`src/rtl/cnna_mac_pkg.sv`:
```
// Shared types and helpers for the CNN accelerator multiply/accumulate pipeline.
package cnna_mac_pkg;

    localparam int CNNA_MAC_MAX_STAGE = 8;
    localparam int CNNA_MAC_MAX_OPW   = 32;

    typedef struct packed {
        logic valid;
        logic last;
        logic accEn;
        logic accFirst;
    } cnna_mac_side_t;

    // Extends the low 'width' bits of val by at least one bit, sign- or zero-filled.
    function automatic logic [CNNA_MAC_MAX_OPW:0] cnna_mac_ext(
        input logic [CNNA_MAC_MAX_OPW-1:0] val,
        input int                          width,
        input logic                        sgn
    );
        logic [CNNA_MAC_MAX_OPW:0] r;
        logic                      fill;
        fill = 1'b0;
        for (int i = 0; i < CNNA_MAC_MAX_OPW; i++) begin
            if (i == width - 1) fill = sgn & val[i];
        end
        for (int i = 0; i < CNNA_MAC_MAX_OPW; i++) begin
            r[i] = (i < width) ? val[i] : fill;
        end
        r[CNNA_MAC_MAX_OPW] = fill;
        return r;
    endfunction

endpackage

```
`src/rtl/cnna_mac_pipe_if.sv`:
```
// Operand/result bundle between the fetch stage, the MAC pipe and the requantiser.
interface cnna_mac_pipe_if #(
    parameter int DIN0_WIDTH = 10,
    parameter int DIN1_WIDTH = 9,
    parameter int DOUT_WIDTH = 19
);
    logic                  ce;
    logic                  in_valid;
    logic [DIN0_WIDTH-1:0] din0;
    logic [DIN1_WIDTH-1:0] din1;
    logic                  din0_sgn;
    logic                  din1_sgn;
    logic                  acc_en;
    logic                  acc_first;
    logic                  in_last;
    logic                  out_valid;
    logic                  out_last;
    logic [DOUT_WIDTH-1:0] dout;

    modport master (
        output ce, in_valid, din0, din1, din0_sgn, din1_sgn, acc_en, acc_first, in_last,
        input  out_valid, out_last, dout
    );

    modport slave (
        input  ce, in_valid, din0, din1, din0_sgn, din1_sgn, acc_en, acc_first, in_last,
        output out_valid, out_last, dout
    );
endinterface

```
`src/rtl/cnna_mac_delay_line.sv`:
```
// Clock-enabled shift register; only the valid bits are reset, payload is reset-less.
import cnna_mac_pkg::*;

module cnna_mac_delay_line #(
    parameter int WIDTH = 1,
    parameter int DEPTH = 1
) (
    input  logic             clk,
    input  logic             rst_n,
    input  logic             ce_i,
    input  logic             valid_i,
    input  logic [WIDTH-1:0] data_i,
    output logic             valid_o,
    output logic [WIDTH-1:0] data_o
);

    generate
        if (DEPTH == 0) begin : g_bypass
            logic unusedCtl;
            assign unusedCtl = ^{clk, rst_n, ce_i};
            assign valid_o   = valid_i;
            assign data_o    = data_i;
        end else begin : g_shift
            logic [DEPTH-1:0] valid_q;
            logic [WIDTH-1:0] data_q [DEPTH];

            always_ff @(posedge clk) begin
                if (!rst_n) begin
                    valid_q <= '0;
                end else if (ce_i) begin
                    valid_q[0] <= valid_i;
                    for (int i = 1; i < DEPTH; i++) valid_q[i] <= valid_q[i-1];
                end
            end

            always_ff @(posedge clk) begin
                if (ce_i) begin
                    data_q[0] <= data_i;
                    for (int i = 1; i < DEPTH; i++) data_q[i] <= data_q[i-1];
                end
            end

            assign valid_o = valid_q[DEPTH-1];
            assign data_o  = data_q[DEPTH-1];
        end
    endgenerate

endmodule

```
`src/rtl/cnna_mac_pipe.sv`:
```
// Pipelined signed/unsigned multiplier with an optional running accumulator in the last stage.
import cnna_mac_pkg::*;

module cnna_mac_pipe #(
    parameter int DIN0_WIDTH = 10,
    parameter int DIN1_WIDTH = 9,
    parameter int DOUT_WIDTH = 19,
    parameter int NUM_STAGE  = 3
) (
    input  logic ap_clk,
    input  logic ap_rst_n,
    cnna_mac_pipe_if.slave bus
);

    localparam int ProdW    = DIN0_WIDTH + DIN1_WIDTH + 2;
    localparam int StageCnt = (NUM_STAGE < 1) ? 1 :
                              (NUM_STAGE > CNNA_MAC_MAX_STAGE) ? CNNA_MAC_MAX_STAGE : NUM_STAGE;
    localparam int DataW    = DOUT_WIDTH + 3;

    logic [CNNA_MAC_MAX_OPW:0]   ext0Full;
    logic [CNNA_MAC_MAX_OPW:0]   ext1Full;
    logic signed [DIN0_WIDTH:0]  opA;
    logic signed [DIN1_WIDTH:0]  opB;
    logic signed [ProdW-1:0]     prodFull;
    logic                        prodExtSgn;
    logic [DOUT_WIDTH-1:0]       prodRes;
    logic                        unusedExtBits;

    assign ext0Full      = cnna_mac_ext(CNNA_MAC_MAX_OPW'(bus.din0), DIN0_WIDTH, bus.din0_sgn);
    assign ext1Full      = cnna_mac_ext(CNNA_MAC_MAX_OPW'(bus.din1), DIN1_WIDTH, bus.din1_sgn);
    assign opA           = ext0Full[DIN0_WIDTH:0];
    assign opB           = ext1Full[DIN1_WIDTH:0];
    assign unusedExtBits = ^{ext0Full[CNNA_MAC_MAX_OPW:DIN0_WIDTH+1],
                             ext1Full[CNNA_MAC_MAX_OPW:DIN1_WIDTH+1]};

    // Both operands carry a guard bit, so one signed multiply covers all four mode combinations.
    assign prodFull   = ProdW'(opA) * ProdW'(opB);
    assign prodExtSgn = bus.din0_sgn | bus.din1_sgn;

    generate
        if (DOUT_WIDTH < ProdW) begin : g_trunc
            logic unusedProd;
            assign unusedProd = ^{prodExtSgn, prodFull[ProdW-1:DOUT_WIDTH]};
            assign prodRes    = prodFull[DOUT_WIDTH-1:0];
        end else if (DOUT_WIDTH == ProdW) begin : g_exact
            logic unusedSgn;
            assign unusedSgn = prodExtSgn;
            assign prodRes   = prodFull;
        end else begin : g_extend
            assign prodRes = {{(DOUT_WIDTH-ProdW){prodExtSgn & prodFull[ProdW-1]}}, prodFull};
        end
    endgenerate

    cnna_mac_side_t        sideIn;
    cnna_mac_side_t        sideOut;
    logic [DOUT_WIDTH-1:0] prodDly;

    assign sideIn.valid    = bus.in_valid;
    assign sideIn.last     = bus.in_last;
    assign sideIn.accEn    = bus.acc_en;
    assign sideIn.accFirst = bus.acc_first;

    // Every stage but the accumulator lives here; with a single stage the product feeds the accumulator directly.
    cnna_mac_delay_line #(
        .WIDTH (DataW),
        .DEPTH (StageCnt - 1)
    ) u_retime (
        .clk     (ap_clk),
        .rst_n   (ap_rst_n),
        .ce_i    (bus.ce),
        .valid_i (sideIn.valid),
        .data_i  ({prodRes, sideIn.last, sideIn.accEn, sideIn.accFirst}),
        .valid_o (sideOut.valid),
        .data_o  ({prodDly, sideOut.last, sideOut.accEn, sideOut.accFirst})
    );

    logic [DOUT_WIDTH-1:0] acc_q, acc_d;
    logic                  outValid_q, outValid_d;
    logic                  outLast_q, outLast_d;

    always_comb begin
        acc_d      = acc_q;
        outValid_d = outValid_q;
        outLast_d  = outLast_q;
        if (bus.ce) begin
            outValid_d = sideOut.valid;
            outLast_d  = sideOut.valid & sideOut.last;
            if (sideOut.valid) begin
                acc_d = (sideOut.accEn && !sideOut.accFirst) ? acc_q + prodDly : prodDly;
            end
        end
    end

    always_ff @(posedge ap_clk) begin
        if (!ap_rst_n) begin
            acc_q      <= '0;
            outValid_q <= 1'b0;
            outLast_q  <= 1'b0;
        end else begin
            acc_q      <= acc_d;
            outValid_q <= outValid_d;
            outLast_q  <= outLast_d;
        end
    end

    assign bus.dout      = acc_q;
    assign bus.out_valid = outValid_q;
    assign bus.out_last  = outLast_q;

endmodule
```
`src/flat_wrapper.sv`:
```
// flat-port wrapper written by rule: the top's interface ports become plain ports
module cnna_mac_pipe_flat 
#(
    parameter int DIN0_WIDTH = 10,
    parameter int DIN1_WIDTH = 9,
    parameter int DOUT_WIDTH = 19,
    parameter int NUM_STAGE  = 3
)
  (ap_clk, ap_rst_n, bus_ce, bus_in_valid, bus_din0, bus_din1, bus_din0_sgn, bus_din1_sgn, bus_acc_en, bus_acc_first, bus_in_last, bus_out_valid, bus_out_last, bus_dout);
  cnna_mac_pipe_if #(.DIN0_WIDTH(DIN0_WIDTH), .DIN1_WIDTH(DIN1_WIDTH), .DOUT_WIDTH(DOUT_WIDTH)) bus_i ();
  input  logic ap_clk;
  input  logic ap_rst_n;
  input wire logic [$bits(bus_i.ce)-1:0] bus_ce;
  input wire logic [$bits(bus_i.in_valid)-1:0] bus_in_valid;
  input wire logic [$bits(bus_i.din0)-1:0] bus_din0;
  input wire logic [$bits(bus_i.din1)-1:0] bus_din1;
  input wire logic [$bits(bus_i.din0_sgn)-1:0] bus_din0_sgn;
  input wire logic [$bits(bus_i.din1_sgn)-1:0] bus_din1_sgn;
  input wire logic [$bits(bus_i.acc_en)-1:0] bus_acc_en;
  input wire logic [$bits(bus_i.acc_first)-1:0] bus_acc_first;
  input wire logic [$bits(bus_i.in_last)-1:0] bus_in_last;
  output wire logic [$bits(bus_i.out_valid)-1:0] bus_out_valid;
  output wire logic [$bits(bus_i.out_last)-1:0] bus_out_last;
  output wire logic [$bits(bus_i.dout)-1:0] bus_dout;
  assign bus_i.ce = bus_ce;
  assign bus_i.in_valid = bus_in_valid;
  assign bus_i.din0 = bus_din0;
  assign bus_i.din1 = bus_din1;
  assign bus_i.din0_sgn = bus_din0_sgn;
  assign bus_i.din1_sgn = bus_din1_sgn;
  assign bus_i.acc_en = bus_acc_en;
  assign bus_i.acc_first = bus_acc_first;
  assign bus_i.in_last = bus_in_last;
  assign bus_out_valid = bus_i.out_valid;
  assign bus_out_last = bus_i.out_last;
  assign bus_dout = bus_i.dout;
  cnna_mac_pipe #(.DIN0_WIDTH(DIN0_WIDTH), .DIN1_WIDTH(DIN1_WIDTH), .DOUT_WIDTH(DOUT_WIDTH), .NUM_STAGE(NUM_STAGE)) u_core (.ap_clk(ap_clk), .ap_rst_n(ap_rst_n), .bus(bus_i));
endmodule
```
`config.mk`:
```
export PLATFORM = sky130hd
export DESIGN_NAME = cnna_mac_pipe_flat
export DESIGN_NICKNAME = d
export VERILOG_FILES = /design/src/rtl/cnna_mac_pkg.sv /design/src/rtl/cnna_mac_pipe_if.sv /design/src/rtl/cnna_mac_delay_line.sv /design/src/rtl/cnna_mac_pipe.sv /design/src/flat_wrapper.sv
export SDC_FILE = /design/constraint.sdc
export NUM_CORES = 1
export LEC_CHECK = 0
export ABC_AREA = 1
export ABC_CLOCK_PERIOD_IN_PS = 7100
export CORE_ASPECT_RATIO = 0.6
export CORE_MARGIN = 4
export CORE_UTILIZATION = 55
export DETAILED_ROUTE_END_ITERATION = 6
export PLACE_DENSITY_LB_ADDON = 0.15
export SLEW_MARGIN = 15
export SYNTH_ARGS = -nofsm -noshare
export SYNTH_HDL_FRONTEND = slang
export SYNTH_SLANG_ARGS = --single-unit
```
`constraint.sdc`:
```
create_clock -name ap_clk -period 7.1 [get_ports ap_clk]
set_input_delay 1.42 -clock ap_clk [delete_from_list [all_inputs] [get_ports ap_clk]]
set_output_delay 1.42 -clock ap_clk [all_outputs]
set_load 0.05 [all_outputs]
```
==> results.cfg <==
[worst_setup_path]
slowest_delay_ns = 0.80
crit_top_cell = fa_1
arrival_ns = 6.51
critical_path.startpoint_type = primary input
slowest_stage = clkdlybuf4s50_1
crit_chain = clkdlybuf4s50_1 -> nand2_1 -> fa_1 -> inv_1 -> fa_1 -> fa_1 -> fa_1 -> inv_1 -> fa_1 -> inv_1 -> ha_1 -> nand2_1 -> nor2_1 -> nor2_1 -> nor2_1 -> nor2_1 -> a21boi_0 -> nand3b_1 -> nand2_1
path_delay_family = adder cells
path_class = in2reg
reg2regPathDepth = 13
cp.depth = 19
critPathMaxFanout = 11
critPathBufInv = 4
endpoint_kind = flop
critPathRequiredTime_ns = 7.19

[yosys]
synth_enable_flop_cells = 44
synth-compound-area-share_pct = 6.28
ys_seq_elements = 67
synthTopCellsByArea = fa_1 24%, edfxtp_1 17%, nand2_1 12%
synth_xor_area_share_pct = 3.30
synthSimpleGateAreaFrac_pct = 20.0
yosys_warnings = 0
synth_fp_nets = 1148
synth_mux_area_share_pct = 0
synth_adder_area_share_pct = 34.4
ys_seq_area_share_pct = 23.3
synth_ff_type = edfxtp_1
synth_area_sq_um = 7650
ys_types = 38
synth_top_family_by_area = adder cells
syn_area_per_cell_sq_um = 7.94
synthArstFlopShare_pct = 0
netlist_instances = 964
synth_top_cell_area_share_pct = 23.8
synth_top_cell_by_area = fa_1

[sta]
skew_ns = 0.00595
maxSlewViolCount = 0
fmax_ghz = 0.156
relSlewSlack_pct = 26.6
finalSetupTns_ns = 0
fin_crit_sh_pct = 90.4
hold_viol = 0
layout_min_cycle_time_ns = 6.42
finalSetupViolCount = 0
rsz0062_at_grt = false
worst_slew_pin_slew_ns = 1.10

[finish]
antennaDiodeCount = 0
drive_above_1_share_pct = 4.76
nets = 1187
fillers = 1190
stdcell_count = 1183
syn2layout_area_growth_pct = 11.9

[global_route]
antenna_found_initial = 0
grt_util_met3_pct = 5.88
gr-max-usage-layer = met1
use_met1_pct = 38.3
grt_use_total_pct = 22.9
grt.overflow.total = 0
grt_start_max_net_pins = 49
grtUsageMet2_pct = 30.2
first_global_vias = 5755
grt_first_pass_wirelength_microns = 29300

[job]
maxCapViolations = 0

[route]
drtPass1Iterations = 5
vias = 6021
drtIter0Drc = 586
via_per_inst = 5.09
wl_per_cell_microns = 14.4
drtAntennaViolNets = 0
drc = 0
drt-total-wl_microns = 17000

[clocking]
cts_made_buffers = 9
cts_resized = 0
htreeDepth = 3
cts.clk_slew.worst_paths_ns = 0.06
cts_setup_buffers = 0
clk_latency_ns = 0.34
clockBufferDepth = 2
cts_root_buffer = clkbuf_16
ctsHoldBuffers = 0
cts_tree = yes
clock_sinks = 67

[floorplan]
die-area_sq_um = 15900
core.rowCount = 33
fp.dieH_microns = 99.4
initial_core_util_pct = 56.1
fp.dieW_microns = 160
io_pins = 49
fp.coreArea_sq_um = 13600

[placed_design]
placedCellCount = 1167
io_buffers = 48
hpwlAfterDp_microns = 13800
gp_congestion = 0.942

[worst_hold_path]
hold_class = reg2reg
hold_path_depth = 0

[power_and_ir_drop]
irDropWorstVdd_mv = 0.207
powerDensity_nw_per_um2 = 317
leakage_nw = 4.55

[outcome]
status = completed
cell families (layout without fill, tap and decap cells):
family	Yosys count	count (layout)
xor gates and xnor gates	28	28
DFF	67	67
buffers and inverters	255	299
adders and majority gates	156	156
AOI/OAI and AO/OA	81	81
and+or+nand+nor	377	377
cells in the mapped netlist (12+ instances only):
cell	instances
inv_1	225
nand2_1	244
xnor2_1	12
clkbuf_1	23
nor2_1	75
a21oi_1	39
xor2_1	15
dfxtp_1	23
ha_1	65
fa_1	91
edfxtp_1	44
nand3_1	33
o21ai_0	14
cells in the final DEF (no fill, tap or decap), types with 4 or more instances in the layout:
cell / count
a21o_1: 5
nand4_1: 6
dfxtp_1: 23
xnor2_1: 12
edfxtp_1: 44
a21oi_2: 6
nand3_1: 33
buf_4: 8
clkdlybuf4s50_1: 47
nor2_1: 75
clkbuf_16: 9
o21ai_0: 14
inv_1: 225
ha_1: 65
fa_1: 91
nand2_1: 244
nor2_2: 4
a21oi_1: 39
xor2_1: 15
worst reg2reg max path, cell delays in order (launching register included):
cell      delay, ns
edfxtp_1       0.37
ha_1           0.31
inv_1          0.13
fa_1           0.45
inv_1          0.11
nand3_1        0.09
nand3_2        0.14
nand2_1        0.07
nand2_1        0.13
nand3_1        0.16
nand3_1        0.10
nand3_1        0.08
nand2_1        0.07
a21oi_1        0.05
state kept, by name, summed over array words and instances, names as in the netlist:
register / cells
u_core.bus.dout: 19
u_core.bus.out_last: 1
u_core.bus.out_valid: 1
u_core.u_retime.g_shift.data_q: 44
u_core.u_retime.g_shift.valid_q: 2
per-layer routing:
| metal | wire [microns] | vias to the layer above |
|---|---|---|
| met5 | 0 | - |
| met4 | 95 | 0 |
| met3 | 1590 | 13 |
| met2 | 6320 | 199 |
| met1 | 9040 | 2821 |
| li1 | - | 2988 |
path summary, 6_finish.rpt:
check                                        startpoint  slack [ns]                                     to
setup / recovery                            bus_din1[1]        0.68  u_core.u_retime.g_shift.data_q[0][21]
setup reg to reg  u_core.u_retime.g_shift.data_q[0][25]        4.70                    u_core.bus.dout[14]
hold / removal    u_core.u_retime.g_shift.data_q[0][15]        0.42  u_core.u_retime.g_shift.data_q[0][37]
hold reg to reg   u_core.u_retime.g_shift.data_q[0][15]        0.42  u_core.u_retime.g_shift.data_q[0][37]
through the flow:
step	utilization (%)	worst slack, ns	hold WS, ns	total power (W)	cell area (sq um)
2_1_floorplan	-	1.35	0.400	0.00189	7650
3_3_place_gp	60.8	0.478	0.401	0.00226	8290
3_5_place_dp	60.8	0.389	0.405	0.00228	8290
4_1_cts	62.8	0.720	0.413	0.00270	8560
5_1_grt	62.8	0.266	0.420	0.00300	8560
6_report	62.8	0.680	0.416	0.00271	8560
area by class of cell:
| type | count | area (sq um) | area share [%] |
|---|---|---|---|
| flip-flops and latches | 67 | 1780 | 20.8 |
| clock inverters | 6 | 42.5 | 0.497 |
| well taps | 175 | 219 | 2.56 |
| inverters | 227 | 852 | 9.95 |
| multi-input cells | 642 | 4900 | 57.2 |
| clock buffers | 10 | 229 | 2.68 |
| repair buffers | 56 | 536 | 6.26 |
where the power goes:
| part | internal, W | switching, W |
|---|---|---|
| combinational | 0.000637 | 0.00103 |
| sequential | 0.000590 | 0.0000464 |
| clock | 0.000236 | 0.000172 |
| total | 0.00146 | 0.00125 |
Power figures use the tool's default switching activity.
